File: src/rtl/response_generator.sv
// Pops one request at a time from the request FIFO, performs the memory access, and answers on the AXI R or B channel.
// Optional build macro RESP_TIMEOUT_EN bounds the memory wait and answers SLVERR when no ack arrives in time.
module response_generator #(
    parameter int ADDR_WIDTH     = 64,
    parameter int DATA_WIDTH     = 32,
    parameter int ID_WIDTH       = 16,
    parameter int TIMEOUT_CYCLES = 16
) (
    input  logic                             clk,
    input  logic                             rst_n,
    input  logic                             fifo_empty_i,
    output logic                             fifo_read_en_o,
    input  logic [ADDR_WIDTH+ID_WIDTH:0]     fifo_data_i,
    output logic                             mem_req_o,
    output logic                             mem_we_o,
    output logic [ADDR_WIDTH-1:0]            mem_addr_o,
    output logic [DATA_WIDTH-1:0]            mem_wdata_o,
    input  logic                             mem_ack_i,
    input  logic [DATA_WIDTH-1:0]            mem_rdata_i,
    input  logic [DATA_WIDTH-1:0]            wdata_i,
    input  logic                             wvalid_i,
    output logic                             wready_o,
    output logic [ID_WIDTH-1:0]              bid_o,
    output logic [1:0]                       bresp_o,
    output logic                             bvalid_o,
    input  logic                             bready_i,
    output logic [ID_WIDTH-1:0]              rid_o,
    output logic [DATA_WIDTH-1:0]            rdata_o,
    output logic [1:0]                       rresp_o,
    output logic                             rlast_o,
    output logic                             rvalid_o,
    input  logic                             rready_i
);

    typedef enum logic [2:0] {
        S_IDLE,
        S_POP,
        S_RMEM,
        S_WDATA,
        S_WMEM,
        S_RRESP,
        S_BRESP
    } state_t;

    state_t                  state_reg;
    logic                    rw_reg;
    logic [ID_WIDTH-1:0]     id_reg;
    logic [ADDR_WIDTH-1:0]   addr_reg;
    logic [DATA_WIDTH-1:0]   wdata_reg;
    logic [DATA_WIDTH-1:0]   rdata_reg;
    logic [1:0]              resp_reg;
    logic                    mem_req_reg;
    logic                    wready_reg;
    logic                    rvalid_reg;
    logic                    bvalid_reg;
    logic                    timeout;

`ifdef RESP_TIMEOUT_EN
    localparam int TW = $clog2(TIMEOUT_CYCLES + 1);
    logic [TW-1:0] timer_reg;

    // Counts unacknowledged memory-wait cycles; idle value is zero, so entry always starts from zero.
    always_ff @(posedge clk) begin
        if (!rst_n || mem_ack_i || !(state_reg == S_RMEM || state_reg == S_WMEM)) begin
            timer_reg <= '0;
        end else begin
            timer_reg <= timer_reg + 1'b1;
        end
    end

    assign timeout = (timer_reg == TW'(TIMEOUT_CYCLES - 1));
`else
    assign timeout = 1'b0;
`endif

    // The pop strobe must follow fifo_empty_i in the same cycle, so it is decoded rather than registered.
    assign fifo_read_en_o = (state_reg == S_IDLE) && !fifo_empty_i;
    assign mem_req_o      = mem_req_reg;
    assign mem_we_o       = mem_req_reg & rw_reg;
    assign mem_addr_o     = addr_reg;
    assign mem_wdata_o    = wdata_reg;
    assign wready_o       = wready_reg;
    assign bid_o          = id_reg;
    assign bresp_o        = resp_reg;
    assign bvalid_o       = bvalid_reg;
    assign rid_o          = id_reg;
    assign rdata_o        = rdata_reg;
    assign rresp_o        = resp_reg;
    assign rlast_o        = rvalid_reg;
    assign rvalid_o       = rvalid_reg;

    always_ff @(posedge clk) begin
        if (!rst_n) begin
            state_reg   <= S_IDLE;
            rw_reg      <= 1'b0;
            id_reg      <= '0;
            addr_reg    <= '0;
            wdata_reg   <= '0;
            rdata_reg   <= '0;
            resp_reg    <= 2'b00;
            mem_req_reg <= 1'b0;
            wready_reg  <= 1'b0;
            rvalid_reg  <= 1'b0;
            bvalid_reg  <= 1'b0;
        end else begin
            case (state_reg)
                S_IDLE: begin
                    if (!fifo_empty_i) begin
                        state_reg <= S_POP;
                    end
                end
                S_POP: begin
                    {rw_reg, id_reg, addr_reg} <= fifo_data_i;
                    if (fifo_data_i[ADDR_WIDTH+ID_WIDTH]) begin
                        wready_reg <= 1'b1;
                        state_reg  <= S_WDATA;
                    end else begin
                        mem_req_reg <= 1'b1;
                        state_reg   <= S_RMEM;
                    end
                end
                S_WDATA: begin
                    if (wvalid_i) begin
                        wdata_reg   <= wdata_i;
                        wready_reg  <= 1'b0;
                        mem_req_reg <= 1'b1;
                        state_reg   <= S_WMEM;
                    end
                end
                S_RMEM, S_WMEM: begin
                    // An ack arriving together with the timeout wins and returns real data.
                    if (mem_ack_i || timeout) begin
                        mem_req_reg <= 1'b0;
                        resp_reg    <= mem_ack_i ? 2'b00 : 2'b10;
                        if (state_reg == S_RMEM) begin
                            rdata_reg  <= mem_ack_i ? mem_rdata_i : '0;
                            rvalid_reg <= 1'b1;
                            state_reg  <= S_RRESP;
                        end else begin
                            bvalid_reg <= 1'b1;
                            state_reg  <= S_BRESP;
                        end
                    end
                end
                S_RRESP: begin
                    if (rready_i) begin
                        rvalid_reg <= 1'b0;
                        state_reg  <= S_IDLE;
                    end
                end
                S_BRESP: begin
                    if (bready_i) begin
                        bvalid_reg <= 1'b0;
                        state_reg  <= S_IDLE;
                    end
                end
                default: state_reg <= S_IDLE;
            endcase
        end
    end

endmodule

File: config.mk
export PLATFORM = sky130hd
export DESIGN_NAME = response_generator
export DESIGN_NICKNAME = d
export VERILOG_FILES = /design/src/rtl/response_generator.sv
export SDC_FILE = /design/constraint.sdc
export NUM_CORES = 1
export LEC_CHECK = 0
export ABC_AREA = 0
export CORE_AREA = 2 2 125 127
export DETAILED_ROUTE_END_ITERATION = 6
export DIE_AREA = 0 0 127 129
export PLACE_DENSITY = 0.86
export SKIP_CTS_REPAIR_TIMING = 1
export SLEW_MARGIN = 0
export SYNTH_ARGS = -nofsm -noshare
export SYNTH_HDL_FRONTEND = slang
export SYNTH_SLANG_ARGS = --single-unit
File: constraint.sdc
create_clock -name clk -period 3.9 [get_ports clk]
set_clock_uncertainty 0.15 [all_clocks]
set_input_delay 0.78 -clock clk [delete_from_list [all_inputs] [get_ports clk]]
set_output_delay 0.78 -clock clk [all_outputs]
set_load 0.1 [all_outputs]
## Word-level counts from Yosys, hierarchy flattened

Index checks and enable logic that the tools add are counted.

| operators by class | value |
|---|---|
| order comparisons | 0 |
| shift operators | 0 |
| multiply operators | 0 |
| eq/ne operators | 15 |
| muxes and demuxes | 23 |
| bitwise gates (word level) | 1 |
| reduce and logical (&&, ||, !) cells | 15 |
| add/sub/neg operators | 0 |
| div/mod/pow operators | 0 |

Operators by type and width:

| kind | count |
|---|---|
| $ne A2 B2 Y1 const B | 9 |
| $pmux W3 S6 | 1 |
| $mux W3 | 5 |
| $mux W1 | 12 |
| $reduce_and A4 Y1 | 3 |
| $eq A3 B3 Y1 const B | 3 |
| $eq A3 B2 Y1 const B | 2 |
| $pmux W1 S2 | 3 |
| $reduce_and A3 Y1 | 2 |
| $reduce_bool A2 Y1 | 3 |
| $reduce_and A5 Y1 | 1 |
| $eq A3 B1 Y1 const B | 1 |
| $logic_not A3 Y1 | 1 |
| $pmux W1 S3 | 1 |
| $reduce_bool A3 Y1 | 1 |
| $mux W2 | 1 |
| $reduce_and A2 Y1 | 1 |
| $reduce_or A2 Y1 | 1 |
| $and A1 B1 Y1 | 1 |
| $logic_and A1 B1 Y1 | 1 |
| $logic_not A1 Y1 | 1 |

| storage, ports and cells | value |
|---|---|
| word-level logic and storage cells | 64 |
| output and inout port bits | 171 |
| RAM bits | 0 |
| memories kept | 0 |
| bits of input ports | 152 |
| register bits | 152 |
| latch bits | 0 |
| ROM bits | 0 |

## Depth between registers and ports, before layout

| logic depth | value |
|---|---|
| word-level depth | 4 |
| mapped depth | 6 |
| depth with buffers taken out | 3 |

## Least setup slack after synthesis

No wires, ideal clock.

| timing | value |
|---|---|
| path kind | input to output |
| start point | input fifo_empty_i |
| end point | output fifo_read_en_o |
| buffers on the path | 0 |
| required time | 2.970 ns |
| stages | 1 |
| arrival time | 3.598 ns |
| path slack | -0.628 ns |
| cells stage by stage | nor4_1 |

| between the ends | value |
|---|---|
| longest elaborated chain between the ends | 2 |

RTL lines:

| element | RTL line | RTL |
|---|---|---|
| start, declared | 11 | `input logic fifo_empty_i,` |
| $logic_not A1 Y1 | n/a |  |
| $logic_and A1 B1 Y1 | 77 | `assign fifo_read_en_o = (state_reg == S_IDLE) && !fifo_empty_i;` |
| end, declared | 12 | `output logic fifo_read_en_o,` |

Every way passes these cells.

## Worst setup path after layout

| timing | value |
|---|---|
| start point | register id_reg[12], in the netlist bid_o[12] |
| end point | output bid_o[12] |

RTL lines:

| element | RTL line | RTL |
|---|---|---|
| start, declared | 47 | `logic [ID_WIDTH-1:0] id_reg;` |
| start signal, assigned | 113 | `{rw_reg, id_reg, addr_reg} <= fifo_data_i;` |
| end, declared | 23 | `output logic [ID_WIDTH-1:0] bid_o,` |

No word-level cell between the ends.

==> out/results.tsv <==
stage	metric	value	unit
synthesis	netlist.area_leader.share	53.30	%
worst_setup_path	critPathBufInv	1	
power	power_density	564.9	mW/mm²
place	portBuffers	318	
synthesis	synth_compound_area_share	15.69	%
worst_setup_path	critPathMaxStageDelay	1.16	ns
final_layout	seq_area	0.003043	mm²
routing	drt_iter0_drc	275	
flow_run	max_cap_viol_count	0	
global_route	grt_usage	19.88	%
clock_tree	cts_tree	built	
synthesis	syn_area	0.005709	mm²
min_path	min_from	rw_reg$_SDFFE_PN0P_	
timing	maxSlewViolCount	0	
final_layout	fin_area	0.009303	mm²
timing	worst_slew_pin_slew	1.039	ns
worst_setup_path	critPathSlowestCell	clkdlybuf4s50_1	
global_route	overflow	0	
timing	finalCriticalPeriod	2.881	ns
synthesis	synth_edf_count	0	
global_route	antenna_found_initial	0	
synthesis	synth-seq-cells	152	
clock_tree	cts_sinks	152	
floorplan	die-area	0.01638	mm²
worst_setup_path	critPathCaptureType	output port	
synthesis	yosys-mux-area-fraction	0.3726	%
power	total_power	5.255	mW
routing	drt-pass1-iter-count	4	
routing	post_drt_wl_per_cell	14.66	µm
clock_tree	clockBufferDepth	2	
synthesis	synth_top_family_by_area	simple AND/OR/NAND/NOR gates	
timing	rsz0062_at_grt	false	
place	hpwl	12.23	mm
worst_setup_path	criticalPathCategory	reg2out	
floorplan	die_y	129	µm
worst_setup_path	cp_data_required_time	2.97	ns
routing	drtAntennaViolNets	0	
clock_tree	htree_levels	4	
timing	fin_ws	1.019	ns
synthesis	yosysWarnings	0	
timing	fmax	347.1	MHz
worst_setup_path	critPathLaunch	bid_o[12]$_SDFFE_PN0P_	
place	routabilityCongestion	0.7769	
routing	vias	5616	
place	place_inst	1151	
global_route	grt_pass1_wl	25.85	mm
timing	finalCritPeriodShare	73.88	%
worst_setup_path	crit_family	buffers and inverters	
synthesis	ys_seq_area_share	53.30	%
final_layout	multi_input_area	0.002175	mm²
routing	drc	0	
final_layout	final_nets	1134	
min_path	hold_class	reg2reg	
synthesis	synth_fa_ha_area_share	0	%
clock_tree	clk_pin_slew_worst_paths	0.06	ns
clock_tree	clock_latency	0.40	ns
timing	setup_viol	0	
final_layout	antenna_cells	0	
worst_setup_path	cp_max_fo	3	
power	leakagePower	3.261	nW
worst_setup_path	rr_startpoint	state_reg[1]$_SDFFE_PN0P_	
final_layout	largest_reg_flops	64	
synthesis	synthCells	710	
timing	relSlewSlack	30.51	%
synthesis	yosysUniqueCellTypes	32	
routing	via_per_inst	4.751	
final_layout	final_core_util	62.11	%
clock_tree	numCtsBuffers	17	
synthesis	avgSynthCellArea	8.041	µm²
power	max-vdd-ir-drop	290.7	µV
final_layout	area_delta_synth_final	62.94	%
place	dp_worst_setup_slack	1.237	ns
floorplan	die_w	127	µm
synthesis	synthArstFlopShare	0	%
worst_setup_path	arrival	1.95	ns
global_route	grt_pass1_vias	4989	
timing	tns	0	ns
floorplan	row_count	45	
synthesis	synth.area.top_cells	dfxtp_1 53%, nand2_1 19%, a21oi_1 12%, buf_4 4.6%, a21boi_1 2.1%	
synthesis	yosys.area_share.simple	21.52	%
floorplan	start_util	38.12	%
routing	drt-total-wl	17.32	mm
global_route	grt_max_degree	82	
floorplan	io_pins	323	
outcome	status	finished clean	
synthesis	synth_flop_cell	dfxtp_1	
final_layout	drive_gt1_share	4.829	%
timing	hold_slack	0.2990	ns
floorplan	core	0.01498	mm²
final_layout	fin_cells	1182	
clock_tree	cts_root_buffer	clkbuf_16	
worst_setup_path	cp_cell_sequence	clkdlybuf4s50_1	
synthesis	yosys.area_share.xor_xnor	0	%
synthesis	yosysTopAreaCell	dfxtp_1	
place	placed_area	0.008717	mm²
worst_setup_path	cp-start-kind	register	
timing	hold_viol_final	0	
final_layout	nFillCells	1309	
[cell usage after synthesis, drive strengths merged (2+ instances only)]
| master | number |
|---|---|
| nand2 | 296 |
| dfxtp | 152 |
| a21oi | 134 |
| buf | 56 |
| clkbuf | 20 |
| a21boi | 18 |
| o21ai | 5 |
| nand2b | 4 |
| inv | 2 |
| nor2 | 2 |
| nor3b | 2 |
| o221a | 2 |
[routing by layer]
metal | part of all wire [%] | GRT usage, %
met5 | 0 | 0
met4 | 2.1 | 7.628
met3 | 6.9 | 5.613
met2 | 51 | 35.45
met1 | 40 | 22.68
[cells by family after synthesis]
logic type,count (synthesis)
buffers and inverters,79
and+or+nand+nor,312
AOI/OAI and AO/OA,164
DFF,152
other,1
muxes,2
[worst paths after layout]
check                                                    to  slack (ns)  cells past startpoint
worst max-delay path                              bid_o[12]        1.02                      1
worst min register to register          rw_reg$_SDFFE_PN0P_        0.30                      2
worst min-delay path                    rw_reg$_SDFFE_PN0P_        0.30                      2
worst max register to register  mem_addr_o[22]$_SDFFE_PN0P_        1.66                      3
[worst min-delay path: stages, from the launching register on]
cell and delay (ns):
dfxtp_1 0.30, nand2_1 0.05, a21oi_1 0.05
[where the power goes]
part,total [mW],internal (mW),switching [mW],leakage (nW)
logic,1.87,0.475,1.39,1.75
clock network,1.62,0.966,0.649,0.273
registers,1.77,1.68,0.0888,1.24
[cell usage in the layout (no fill, tap or decap), types with 2 or more instances in the layout]
cell             instances
clkdlybuf4s50_1        316
buf_4                    9
clkbuf_16               17
dfxtp_1                152
nand2b_1                 4
bufinv_16                2
nand2_1                296
clkinv_4                 2
inv_6                    4
nor2_1                   2
a21boi_1                16
a21oi_1                134
inv_1                    2
o21ai_0                  5
clkinvlp_4               4
o221a_2                  2
conb_1                   4
a21boi_0                 2
[area by class of cell]
class	instances	share of cell area (%)
repair buffers	326	34.94
flip-flops and latches	152	32.71
inverters	3	0.1479
clock inverters	12	1.533
clock buffers	19	4.761
well taps	188	2.529
multi-input cells	482	23.38
Power figures use the tool's default switching activity.
